--- src/rtl/rvecc_pipe.sv ---
// Pipelined SECDED check/correct stage with valid/ready handshake, saturating error counters and a sticky error log.
// RV_ECC_PIPE_DUAL_STAGE_EN selects two register stages; undefined gives a single stage with combinational correction.
module rvecc_pipe #(
    parameter int unsigned DW    = 32,
    parameter int unsigned CNT_W = 16,
    localparam int unsigned P    = (DW <= 11) ? 4 : (DW <= 26) ? 5 : (DW <= 57) ? 6 : 7,
    localparam int unsigned EW   = P + 1
) (
    input  logic             clk,
    input  logic             rst_l,
    input  logic             in_valid,
    output logic             in_ready,
    input  logic [DW-1:0]    in_data,
    input  logic [EW-1:0]    in_ecc,
    input  logic             in_sed_ded,
    output logic             out_valid,
    input  logic             out_ready,
    output logic [DW-1:0]    out_data,
    output logic [EW-1:0]    out_ecc,
    output logic             out_sb_err,
    output logic             out_db_err,
    output logic [CNT_W-1:0] sb_cnt,
    output logic [CNT_W-1:0] db_cnt,
    input  logic             cnt_clr,
    output logic             log_valid,
    output logic [EW-1:0]    log_syndrome,
    output logic [DW-1:0]    log_data,
    input  logic             log_clr
);

    // Hamming position of data bit idx: the idx-th non-power-of-two position starting at 3.
    function automatic int unsigned data_pos(input int unsigned idx);
        int unsigned n   = 0;
        int unsigned res = 0;
        for (int unsigned pos = 3; pos < 256; pos++) begin
            if ((pos & (pos - 32'd1)) != 32'd0) begin
                if (n == idx) res = pos;
                n++;
            end
        end
        return res;
    endfunction

    function automatic logic [DW-1:0] chk_mask(input int unsigned k);
        logic [DW-1:0] m = '0;
        for (int unsigned i = 0; i < DW; i++) begin
            m[i] = ((data_pos(i) >> k) & 32'd1) != 32'd0;
        end
        return m;
    endfunction

    logic [P-1:0]  in_chk;
    logic [EW-1:0] in_syn;

    for (genvar k = 0; k < P; k++) begin : g_chk
        localparam logic [DW-1:0] MASK = chk_mask(k);
        assign in_chk[k] = ^(in_data & MASK);
    end

    assign in_syn[P-1:0] = in_chk ^ in_ecc[P-1:0];
    assign in_syn[EW-1]  = ~in_sed_ded & ((^in_data) ^ (^in_ecc));

    logic          s1_v, s1_adv, s1_sed;
    logic [DW-1:0] s1_data;
    logic [EW-1:0] s1_ecc, s1_syn;

    always_ff @(posedge clk or negedge rst_l) begin
        if (!rst_l) begin
            s1_v    <= 1'b0;
            s1_sed  <= 1'b0;
            s1_data <= '0;
            s1_ecc  <= '0;
            s1_syn  <= '0;
        end else if (s1_adv) begin
            s1_v <= in_valid;
            if (in_valid) begin
                s1_sed  <= in_sed_ded;
                s1_data <= in_data;
                s1_ecc  <= in_ecc;
                s1_syn  <= in_syn;
            end
        end
    end

    // Classify and correct from the S1 registers.
    logic [P-1:0]  s1_pos;
    logic          c_sb, c_db;
    logic [DW-1:0] d_flip, c_data;
    logic [EW-1:0] e_flip, c_ecc;

    assign s1_pos = s1_syn[P-1:0];

    always_comb begin
        c_sb = 1'b0;
        c_db = 1'b0;
        if (s1_syn != '0) begin
            if (s1_syn[EW-1] && !s1_sed && (32'(s1_pos) <= DW + P)) c_sb = 1'b1;
            else                                                    c_db = 1'b1;
        end
    end

    for (genvar i = 0; i < DW; i++) begin : g_dflip
        localparam int unsigned POS = data_pos(i);
        assign d_flip[i] = c_sb & (32'(s1_pos) == POS);
    end

    for (genvar k = 0; k < P; k++) begin : g_eflip
        assign e_flip[k] = c_sb & (32'(s1_pos) == (32'd1 << k));
    end

    assign e_flip[EW-1] = c_sb & (s1_pos == '0);
    assign c_data       = s1_data ^ d_flip;
    assign c_ecc        = s1_ecc ^ e_flip;

    logic [DW-1:0] out_raw;
    logic [EW-1:0] out_syn;

`ifdef RV_ECC_PIPE_DUAL_STAGE_EN
    logic          s2_v, s2_adv, s2_sb, s2_db;
    logic [DW-1:0] s2_data, s2_raw;
    logic [EW-1:0] s2_ecc, s2_syn;

    assign s2_adv = ~s2_v | out_ready;
    assign s1_adv = ~s1_v | s2_adv;

    always_ff @(posedge clk or negedge rst_l) begin
        if (!rst_l) begin
            s2_v    <= 1'b0;
            s2_sb   <= 1'b0;
            s2_db   <= 1'b0;
            s2_data <= '0;
            s2_raw  <= '0;
            s2_ecc  <= '0;
            s2_syn  <= '0;
        end else if (s2_adv) begin
            s2_v <= s1_v;
            if (s1_v) begin
                s2_sb   <= c_sb;
                s2_db   <= c_db;
                s2_data <= c_data;
                s2_raw  <= s1_data;
                s2_ecc  <= c_ecc;
                s2_syn  <= s1_syn;
            end
        end
    end

    assign out_valid  = s2_v;
    assign out_data   = s2_data;
    assign out_ecc    = s2_ecc;
    assign out_sb_err = s2_sb;
    assign out_db_err = s2_db;
    assign out_raw    = s2_raw;
    assign out_syn    = s2_syn;
`else
    assign s1_adv     = ~s1_v | out_ready;
    assign out_valid  = s1_v;
    assign out_data   = c_data;
    assign out_ecc    = c_ecc;
    assign out_sb_err = c_sb;
    assign out_db_err = c_db;
    assign out_raw    = s1_data;
    assign out_syn    = s1_syn;
`endif

    assign in_ready = s1_adv;

    logic hs;
    assign hs = out_valid & out_ready;

    // Saturating counters; clear wins over a same-cycle increment.
    always_ff @(posedge clk or negedge rst_l) begin
        if (!rst_l) begin
            sb_cnt <= '0;
            db_cnt <= '0;
        end else if (cnt_clr) begin
            sb_cnt <= '0;
            db_cnt <= '0;
        end else begin
            if (hs && out_sb_err && (sb_cnt != '1)) sb_cnt <= sb_cnt + CNT_W'(1);
            if (hs && out_db_err && (db_cnt != '1)) db_cnt <= db_cnt + CNT_W'(1);
        end
    end

    // Sticky log: first error, or a db replacing a logged sb; log_clr re-arms it.
    logic log_db;
    always_ff @(posedge clk or negedge rst_l) begin
        if (!rst_l) begin
            log_valid    <= 1'b0;
            log_db       <= 1'b0;
            log_syndrome <= '0;
            log_data     <= '0;
        end else if (hs && (out_sb_err || out_db_err) &&
                     (!log_valid || log_clr || (out_db_err && !log_db))) begin
            log_valid    <= 1'b1;
            log_db       <= out_db_err;
            log_syndrome <= out_syn;
            log_data     <= out_raw;
        end else if (log_clr) begin
            log_valid <= 1'b0;
        end
    end

endmodule

--- config.mk ---
export PLATFORM = sky130hd
export DESIGN_NAME = rvecc_pipe
export DESIGN_NICKNAME = d
export VERILOG_FILES = /design/src/rtl/rvecc_pipe.sv
export SDC_FILE = /design/constraint.sdc
export NUM_CORES = 1
export LEC_CHECK = 0
export ABC_AREA = 1
export CORE_MARGIN = 4
export CORE_UTILIZATION = 40
export CTS_BUF_LIST = sky130_fd_sc_hd__clkbuf_16
export DETAILED_ROUTE_END_ITERATION = 12
export GPL_TIMING_DRIVEN = 0
export PLACE_DENSITY = 0.62
export SLEW_MARGIN = 20
export SYNTH_ARGS = -nofsm -noshare
export SYNTH_HDL_FRONTEND = slang
export SYNTH_SLANG_ARGS = --single-unit
--- constraint.sdc ---
create_clock -name clk -period 2.4 [get_ports clk]
set_input_delay 0.24 -clock clk [delete_from_list [all_inputs] [get_ports clk]]
set_output_delay 0.24 -clock clk [all_outputs]
set_load 0.005 [all_outputs]
==> flow_summary_export.csv <==
group,metric,value,unit
floorplanning,fp.dieW,144,µm
place,place_ws,-0.303,ns
timing,setup_ws,-0.149,ns
cts,cts_buffers,17,
place,portBuffers,158,
synth,synth_xor_area_share,12.5,%
cts,cts_tree,"yes",
timing,max_slew_margin,53.5,%
synth,yosysTopAreaCellShare,41.0,%
synth,synthMuxAreaShare,0,%
outcome,violations,"negative setup slack",
global_route,grt_max_degree,76,
floorplanning,ios,161,
cts,cts-root-buf,"clkbuf_16",
routing,via_per_inst,4.98,
timing,timing.fmax,392,MHz
floorplanning,dieArea,0.0207,mm²
floorplanning,die-height,144,µm
global_route,grt_remaining_overflow,0,
synth,synthSimpleGateAreaFrac,34.9,%
synth,synth-compound-area-share,4.30,%
cts,insertion_delay,0.42,ns
outcome,status,"finished with violations",
timing,hold_viol_final,0,
cts,clk_pin_slew,0.06,ns
timing,worstMarginPinSlew,0.697,ns
timing,grt_setup_unrepaired,"true",
global_route,gr-usage-met3,4.26,%
synth,yosysTopAreaCell,"dfrtp_1",
synth,syn_inst,1026,
finish,final_cells,1470,
floorplanning,initial_core_util,40.8,%
routing,wl_per_cell,15.9,µm
finish,final_cell_mix,"nand2_1 (388), clkdlybuf4s50_1 (117), dfrtp_1 (116), inv_1 (87), nand3_1 (78)",
routing,dr.first_iter.drc_count,316,
finish,fin_area,0.0105,mm²
power,irDropWorstVdd,0.522,mV
cts,cts-htree-levels,4,
timing,period_share,106,%
timing,report.final.slew_viol_count,0,
min_path,worst_hold_path.endpoint,"out_raw[6]$_DFFE_PN0P_",
power,power_density,766,mW/mm²
place,place.gp.congestion,0.917,
global_route,grt_pass1_wl,36800,µm
power,total_power,8.03,mW
timing,setup_viol,31,
worst_setup_path,r2r-end,"log_data[22]$_DFFE_PN0P_",
synth,async_flop_share,100,%
place,placed_cells,1414,
routing,first_pass_iters,5,
global_route,grt_busiest_layer,"met2",
finish,syn_to_final_growth,42.0,%
flow_run,cap_violations,0,
synth,synth_flop_cell,"dfrtp_1",
global_route,use_met2,40.1,%
synth,syn_area,0.00738,mm²
routing,drt_wl_total,23400,µm
synth,ys_ff_latch,121,
floorplanning,core_region_area,0.0181,mm²
place,placed_cell_area,0.00928,mm²
timing,holdWs,0.184,ns
worst_setup_path,critical_path_peak_fanout,5,
timing,fin_worst_skew,0.00905,ns
worst_setup_path,cp-end-kind,"primary output",
cts,clock_sinks,121,
synth,synthAdderAreaFrac,0.339,%
global_route,grt_pass1_vias,7128,
power,leakage,5.40,nW
place,dp_hpwl,17700,µm
worst_setup_path,crit-reg2reg-launch,"out_syn[3]$_DFFE_PN0P_",
cts,cts_buffer_depth,2,
worst_setup_path,start_kind,"register",
routing,drc,0,
synth,yosys_warnings,0,
worst_setup_path,worstPathArrival,2.31,ns
synth,synth_cell_types,33,
min_path,worstHoldPathCells,3,
synth,synth_area_per_cell,7.20,µm²
finish,final_common_cell,"nand2_1",
synth,synth_top_family_by_area,"simple AND/OR/NAND/NOR gates",
worst_setup_path,timing.setup.critical_path_class,"reg2out",
worst_setup_path,r2r_setup_slack,0.13,ns
synth,synth_edf_count,0,
global_route,grt_use_met1,28.7,%
finish,final_nets,1276,
routing,ant_nets,0,
finish,antennaDiodeCount,0,
worst_setup_path,required,2.16,ns
synth,ys_seq_area_share,41.0,%
routing,vias,7315,
worst_setup_path,reg2reg_depth,14,
global_route,antenna_found_initial,0,
synth,synth_nets,1074,
synth,ys_top_cells_by_area,"dfrtp_1 (41%), nand2_1 (21%), xor2_1 (6.8%), xnor2_1 (5.7%), nand3_1 (5.6%)",
finish,drive_above_1_share,16.3,%
global_route,grtUsageTotal,23.0,%
timing,period_needed,2.55,ns
min_path,hp-start,"in_data[6]",
min_path,hp-class,"in2reg",
floorplanning,rows,49,
-- what timing repair did --
action | CTS | global route
setup buffers | 16 | 5
cloned | 2 | 0
hold buffers | 1 | 0
hold endpoints to repair | 74 | 0
gates resized for setup | 206 | 66
pin swaps | 26 | 24
endpoints found under the setup margin | 41 | 51
-- flip-flops by register name, indices dropped and copies added (netlist names) --
name,flops
log_valid,1
out_valid,1
out_syn,7
s1_sed,1
log_data,32
sb_cnt,16
out_raw,32
db_cnt,16
log_syndrome,7
log_db,1
s1_ecc,7
-- cell type report --
cell class	instances	area, µm²
well taps	229	287
inverters	92	353
fillers	1679	7600
multi-input cells	781	4310
flip-flops and latches	121	3030
plain buffers	32	184
repair buffers	183	1680
clock buffers	17	425
clock inverters	15	206
-- logic make-up (layout without fill, tap and decap cells) --
group | Yosys count | in the layout
XOR/XNOR | 105 | 105
buffers and inverters | 124 | 339
flip-flops | 121 | 121
adder cells (fa/ha/maj) | 2 | 2
AND/OR/NAND/NOR | 618 | 618
AO/OA/AOI/OAI | 56 | 56
-- how the worst max path moves through the flow --
stage	from	end	slack, ns	depth (start not counted)
finish	out_syn[3]$_DFFE_PN0P_	out_data[5]	-0.15	11
global route	out_syn[3]$_DFFE_PN0P_	out_data[25]	-0.25	11
CTS	out_syn[3]$_DFFE_PN0P_	out_data[0]	-0.17	10
detailed placement	out_syn[1]$_DFFE_PN0P_	out_data[22]	-0.30	11
global placement	rst_l	out_raw[6]$_DFFE_PN0P_	-3.79	1
floorplan	db_cnt[0]$_DFFE_PN0P_	db_cnt[11]$_DFFE_PN0P_	0.56	10
-- per-layer routing --
layer | wire [µm] | vias up | share of wire [%]
li1 | - | 3622 | -
met1 | 9840 | 3412 | 42
met2 | 11700 | 233 | 50
met3 | 1150 | 48 | 4.9
met4 | 706 | 0 | 3.0
met5 | 0 | - | 0
-- stage by stage --
stage	utilization [%]	TNS [ns]
after floorplan	-	0
final	58.0	-2.66
after global placement	51.2	-462.39
after CTS	57.1	-2.06
after detailed placement	51.3	-6.00
after global routing	58.0	-5.65
-- worst max-delay path, cell delays in order (launching register included) --
cell	delay, ns
dfrtp_2	0.44
nor2_4	0.14
nand2_2	0.07
o211ai_2	0.21
nand2_4	0.11
buf_12	0.14
nor2_4	0.15
buf_6	0.16
buf_6	0.11
nand2_4	0.05
xnor2_2	0.15
buf_2	0.13
-- Yosys cell counts, types with 2 or more instances --
cell type	n
nand2_1	408
dfrtp_1	121
inv_1	90
nand3_1	82
nor2_1	67
xor2_1	57
xnor2_1	48
o21ai_0	42
nor3_1	23
clkbuf_1	16
nand4_1	11
buf_2	9
nand3b_1	9
nand2_2	6
buf_6	5
o21ai_1	5
nor2_4	3
nor4_1	3
o31ai_1	3
or2_2	3
buf_1	2
ha_1	2
-- report_power, final --
group,internal [mW],total [mW],switching (mW)
Clock,1.82,2.76,0.935
Sequential,2.42,2.75,0.326
Combinational,1.17,2.52,1.36
Power figures use the tool's default switching activity.
